File: src/rtl/fifo_drain_ctrl.sv
// fifo_drain_ctrl: pops a burst of words from a FIFO and delivers them to a valid/ready
// stream through a 2-entry in-order skid buffer, with credit-based pop throttling.
module fifo_drain_ctrl #(
    parameter int DATA_WIDTH = 8,
    parameter int LEN_W      = 8
) (
    input  logic                  clk,
    input  logic                  rst,
    input  logic                  start,
    input  logic [LEN_W-1:0]      burst_len,
    output logic                  busy,
    output logic                  done,
    output logic [LEN_W-1:0]      rd_count,
    input  logic                  fifo_empty,
    output logic                  fifo_rd_en,
    input  logic [DATA_WIDTH-1:0] fifo_rd_data,
    output logic                  m_valid,
    output logic [DATA_WIDTH-1:0] m_data,
    input  logic                  m_ready
);
    typedef enum logic [1:0] {S_IDLE, S_READ, S_FLUSH, S_DONE} state_t;

    state_t                r_state;
    logic [LEN_W-1:0]      r_remaining;
    logic [LEN_W-1:0]      r_rd_count;
    logic [1:0]            r_occ;
    logic                  r_inflight;
    logic [DATA_WIDTH-1:0] r_buf0;
    logic [DATA_WIDTH-1:0] r_buf1;
    logic                  w_pop;
    logic [1:0]            w_occ_after_pop;
    logic [2:0]            w_credit;

    assign w_pop           = m_valid && m_ready;
    assign w_occ_after_pop = r_occ - {1'b0, w_pop};
    // Words buffered plus the one in flight, less the one leaving now, must leave room for one more.
    assign w_credit        = {1'b0, r_occ} + {2'b0, r_inflight} - {2'b0, w_pop};
    assign fifo_rd_en      = r_state == S_READ && !fifo_empty && r_remaining != '0 && w_credit < 3'd2;
    assign m_valid         = r_occ != 2'd0;
    assign m_data          = r_buf0;
    assign busy            = r_state != S_IDLE;
    assign done            = r_state == S_DONE;
    assign rd_count        = r_rd_count;

    always_ff @(posedge clk or posedge rst) begin
        if (rst) begin
            r_state     <= S_IDLE;
            r_remaining <= '0;
            r_rd_count  <= '0;
            r_occ       <= 2'd0;
            r_inflight  <= 1'b0;
            r_buf0      <= '0;
            r_buf1      <= '0;
        end else begin
            r_inflight <= fifo_rd_en;
            r_occ      <= w_occ_after_pop + {1'b0, r_inflight};
            // Incoming word lands in the first slot still free after the head leaves.
            if (r_inflight && w_occ_after_pop == 2'd0)
                r_buf0 <= fifo_rd_data;
            else if (w_pop)
                r_buf0 <= r_buf1;
            if (r_inflight && w_occ_after_pop == 2'd1)
                r_buf1 <= fifo_rd_data;
            if (fifo_rd_en) begin
                r_remaining <= r_remaining - LEN_W'(1);
                r_rd_count  <= r_rd_count + LEN_W'(1);
            end
            case (r_state)
                S_IDLE: if (start) begin
                    r_remaining <= burst_len;
                    r_rd_count  <= '0;
                    r_state     <= burst_len != '0 ? S_READ : S_DONE;
                end
                S_READ: if (fifo_rd_en && r_remaining == LEN_W'(1)) r_state <= S_FLUSH;
                // Leave as soon as the last word is accepted, so done follows it by one cycle.
                S_FLUSH: if (!r_inflight && r_occ == {1'b0, w_pop}) r_state <= S_DONE;
                default: r_state <= S_IDLE;
            endcase
        end
    end
endmodule

File: config.mk
export PLATFORM = sky130hd
export DESIGN_NAME = fifo_drain_ctrl
export DESIGN_NICKNAME = d
export VERILOG_FILES = /design/src/rtl/fifo_drain_ctrl.sv
export SDC_FILE = /design/constraint.sdc
export NUM_CORES = 1
export LEC_CHECK = 0
export ABC_AREA = 1
export CORE_ASPECT_RATIO = 1.2
export CORE_MARGIN = 3
export CORE_UTILIZATION = 30
export CTS_BUF_LIST = sky130_fd_sc_hd__clkbuf_4
export CTS_CLUSTER_SIZE = 40
export DETAILED_ROUTE_END_ITERATION = 6
export GPL_TIMING_DRIVEN = 1
export SYNTH_ARGS = -nofsm -noshare
export SYNTH_HDL_FRONTEND = slang
export SYNTH_SLANG_ARGS = --single-unit
File: constraint.sdc
create_clock -name clk -period 3.8 [get_ports clk]
set_input_delay 0.76 -clock clk [delete_from_list [all_inputs] [get_ports clk]]
set_output_delay 0.76 -clock clk [all_outputs]
set_load 0.02 [all_outputs]
Word level (Yosys, flattened, before mapping)

Index checks and enable logic that the tools add are counted.
Widths: inputs -> output; s select.

Add/sub/neg operators: 6
$lt $le $gt $ge: 1
Equality and inequality tests: 9
Mux-type cells: 13
Reduce and logical (&&, ||, !) cells: 18

Operators with widths:

| cell                | number |
|---|---|
| $mux 8              | 8 |
| $reduce_bool 8->1   | 2 |
| $add 8x1->8 const B | 1 |
| $eq 8x1->1 const B  | 1 |
| $logic_and 1x1->1   | 8 |
| $mux 2              | 4 |
| $sub 8x1->8 const B | 1 |
| $pmux 2 s3          | 1 |
| $reduce_bool 2->1   | 3 |
| $eq 2x1->1 const B  | 2 |
| $eq 2x2->1 const B  | 2 |
| $logic_not 2->1     | 2 |
| $ne 2x2->1 const B  | 2 |
| $add 2x1->3         | 1 |
| $lt 3x2->1 const B  | 1 |
| $reduce_and 3->1    | 1 |
| $sub 3x1->3         | 1 |
| $add 2x1->2         | 1 |
| $eq 2x1->1          | 1 |
| $logic_not 1->1     | 2 |
| $ne 2x1->1 const B  | 1 |
| $sub 2x1->2         | 1 |

Register bits after elaboration: 37
Output and inout port bits: 20
Word-level logic and storage cells: 54

Longest topological paths before layout

Word-level depth: 8
Gate-level depth with buffers: 18
Gate-level depth less buffers: 17

Worst setup path after synthesis

Ideal clock, no wire load.

Path kind: input -> output
Start point: input port m_ready
End point: output port fifo_rd_en
Arrival time: 2.792 ns
Setup slack: 0.248 ns
Cell stages on the path: 10
Cells stage by stage: nand2_2 > clkinv_1 > ha_1 > or2_2 > fa_1 > nand3_1 > nor2_8 > nand2_8 > inv_6 > buf_12

Cells in the longest elaborated chain, start to end: 4

RTL lines:

| item              | line | source |
|---|---|---|
| from (decl)       | 19   | `input logic m_ready` |
| $logic_and 1x1->1 | 34   | `assign w_pop = m_valid && m_ready;` |
| $sub 3x1->3       | 37   | `assign w_credit = {1'b0, r_occ} + {2'b0, r_inflight} - {2'b0, w_pop};` |
| $lt 3x2->1        | 38   | `assign fifo_rd_en = r_state == S_READ && !fifo_empty && r_remaining != '0 && w_credit < 3'd2;` |
| $logic_and 1x1->1 | 38   |  |
| to (decl)         | 15   | `output logic fifo_rd_en,` |

No other way between the ends.

Worst setup path in the final report

Ends and elaborated chain as after synthesis.

==> key figures <==
Routing
  • Number of DRC markers in iteration 0: 58
  • Routed wire per std cell: 11.7 µm
  • 1st-pass router iterations: 4
  • WL final: 4970 µm
  • Via count: 1956
  • ANT nets after route: 0
  • Drt via density: 4.60
  • Drt drc: 0

Critical path
  • Crit path max fanout: 2
  • Critical path class: in -> out
  • Max stage delay cell, worst path: fa_1
  • Critical path required time: 3.04 ns
  • CP Cell Sequence: clkdlybuf4s50_1, nand2_2, clkinv_1, ha_1, or2_2, fa_1, nand3_2, nor2_8, nand2_8, inv_6, buf_2
  • Reg2Reg Depth: 15
  • Worst setup EP type: primary output
  • CP peak stage delay: 0.50 ns
  • CP arrival: 2.93 ns
  • Critical path launch point type: primary input

Pwr
  • Sw Share: 0.427
  • Clk pwr share: 0.152
  • Worst ir drop on vdd: 0.290 mV
  • LEAKAGE: 1.41 nW
  • Overall Power: 1.84 mW
  • Combinational power share: 0.503
  • Part of the power in registers: 0.344
  • Pwr Density: 647 nW/µm²
  • Sw Pwr: 0.787 mW
  • Cell-internal power: 1.06 mW

Clocking
  • Number of buffers created by CTS: 5
  • CTS Sinks: 37
  • Clock-pin slew on the worst setup and hold paths: 0.11 ns
  • Root Driver: clkbuf_4
  • Htree depth: 2
  • Maximum clock insertion buffer count: 2
  • Later-pin clock latency in the skew report: 0.35 ns
  • CTS tree: built

Logic synthesis
  • Top_reg_cell synth: dfrtp_1
  • Mean Syn Cell Area: 7.82 µm²
  • Seq/Total Area, Yosys: 0.411
  • Synth unique cells: 30
  • Mapped Cells: 288
  • Syn_nets: 320
  • Post-synth EDFFs: 0
  • Ys async rst share: 1.00
  • Yosys reg bits: 37
  • Syn Std Cell Area: 2250 µm²
  • Ys Warns: 0

STA
  • Fin Hold WS: 0.500 ns
  • Final hold viol count: 0
  • Final WS setup: 0.113 ns
  • RSZ-0062 raised after global routing: no
  • Clk_skew: 0.0203 ns
  • Ratio of final minimum period to clock period: 0.970
  • Max-slew violations: 0
  • Setup Total Neg Slack: 0 ns
  • Max transition margin: 0.499
  • Final setup fails: 0
  • Fmax: 0.271 GHz
  • Crit path time final: 3.69 ns
  • Worst slew pin tran: 0.751 ns

GRT
  • Antenna violations before repair: 0
  • Largest net degree at the start of global routing: 25
  • Vias in the first global route: 1988
  • First-pass GRT wire length: 8830 µm
  • Gr usage total: 0.126
  • GR Overflow Total: 0

Placement
  • Post-Place Cell Area: 2770 µm²
  • I/O Buffers: 40
  • Pre-CTS setup slack: -0.421 ns
  • GPL Wtd Cong: 0.877
  • HPWL Detailed: 3720 µm
  • Placed cell count: 417

Hold path
  • Hold Crit Depth: 2
  • HP Class: reg -> reg

Floorplanning
  • Core Footprint: 7060 µm²
  • Ports: 41
  • Total die area: 8590 µm²
  • # rows: 33
  • Die Wd: 85.1 µm
  • Effective utilization at floorplan: 0.319
  • Die Y: 101 µm

Cells and area
  • Share of cells above drive strength 1: 0.109
  • Antenna diodes: 0
  • Post-layout net count: 369
  • Area growth from synthesis to layout: 26.5%
  • Final core utilization: 0.404
  • Final std cells w/o fill: 425
  • Final instance area: 2850 µm²

Job
  • Max cap viols: 0

Status
  • Outcome: finished clean
## per-layer routing
layer  up-vias  track usage  wire [µm]
li1       1002            -          -
met1       912        0.152       2240
met2        38        0.221       2440
met3         4       0.0327        232
met4         0       0.0365         61
met5         -            0          0
## sequential cells by signal, summed over array words and instances, names as in the netlist
signal / cells
r_buf1: 8
r_occ: 2
r_state: 2
r_remaining: 8
r_inflight: 1
m_data: 8
rd_count: 8
## cell usage after synthesis (2+ instances only)
| library cell | count | area (µm²) |
|---|---|---|
| nand2_1 | 67 | 251 |
| inv_1 | 47 | 176 |
| dfrtp_1 | 37 | 926 |
| nand3_1 | 35 | 175 |
| nor2_1 | 23 | 86.3 |
| o21ai_0 | 11 | 55.1 |
| ha_1 | 10 | 125 |
| o211ai_1 | 8 | 60.1 |
| a21oi_1 | 6 | 30.0 |
| nand2_2 | 6 | 37.5 |
| buf_2 | 4 | 20.0 |
| nand3_2 | 4 | 40.0 |
| nand4_1 | 4 | 25.0 |
| o21ai_1 | 3 | 15.0 |
| clkinv_1 | 2 | 7.51 |
| nand2_4 | 2 | 22.5 |
| nor3_1 | 2 | 10.0 |
| o21bai_1 | 2 | 15.0 |
| or2_2 | 2 | 12.5 |
| xnor2_1 | 2 | 17.5 |
| xor2_1 | 2 | 17.5 |
## logic make-up after synthesis
group	count (synthesis)	synth area share
buf+inv	57	0.110
fa+ha+maj	11	0.0644
xor+xnor	5	0.0228
flops	37	0.411
compound gates	30	0.0778
simple gates	148	0.314
## cell usage in the layout, fill, tap and decap left out
cell type        Yosys  layout
a21oi_1              6       6
buf_2                4       1
buf_4                0       8
bufinv_16            0       1
clkbuf_4             0       5
clkdlybuf4s50_1      0      39
clkinv_1             2       3
clkinvlp_4           0       1
dfrtp_1             37      37
fa_1                 1       1
ha_1                10      10
inv_1               47      47
inv_2                1       1
inv_6                1       1
nand2_1             67      67
nand2_2              6       6
nand2_4              2       2
nand2_8              1       1
nand3_1             35      34
nand3_2              4       5
nand4_1              4       4
nor2_1              23      23
nor2_2               1       1
nor2_8               1       1
nor3_1               2       2
o211ai_1             8       8
o21ai_0             11      11
o21ai_1              3       3
o21bai_1             2       2
or2_2                2       2
xnor2_1              2       2
xnor2_2              1       1
xor2_1               2       2
## repair_timing
action | CTS | global route
endpoints found under the setup margin | 1 | 0
gates resized for setup | 5 | 0
setup buffers | 0 | 0
hold buffers | 0 | 0
## power by group through the flow
stage / sequential (mW) / clock (mW) / combinational (mW)
after floorplan: 0.659 / 0 / 0.642
after global placement: 0.639 / 0 / 0.919
after detailed placement: 0.641 / 0 / 0.937
after CTS: 0.635 / 0.291 / 0.947
after global routing: 0.657 / 0.305 / 1.06
final: 0.635 / 0.281 / 0.927
## worst max-delay path: cells and delay by family
| family | cells | cell delay [ns] |
|---|---|---|
| adders and majority gates | 2 | 0.76 |
| and+or+nand+nor | 5 | 0.71 |
| buffers and inverters | 4 | 0.69 |
## worst paths after layout
check | start | end | slack, ns
hold / removal | r_buf1[3]$_DFFE_PP0P_ | r_buf1[3]$_DFFE_PP0P_ | 0.50
min in group asynchronous | rst | m_data[7]$_DFFE_PP0P_ | 0.83
setup reg to reg | r_occ[0]$_DFF_PP0_ | rd_count[6]$_DFF_PP0_ | 1.09
setup / recovery | m_ready | fifo_rd_en | 0.11
hold reg to reg | r_buf1[3]$_DFFE_PP0P_ | r_buf1[3]$_DFFE_PP0P_ | 0.50
max in group asynchronous | rst | r_state[1]$_DFFE_PP0P_ | 2.22
## cell type report
class | count | area (µm²)
inverter | 51 | 196
timing repair buffer | 48 | 455
clock inverter | 3 | 41.3
multi-input combinational | 194 | 1080
tap | 87 | 109
clock buffer | 5 | 37.5
fill | 740 | 4210
sequential | 37 | 926
No activity file was read; power rests on OpenSTA's default activity.
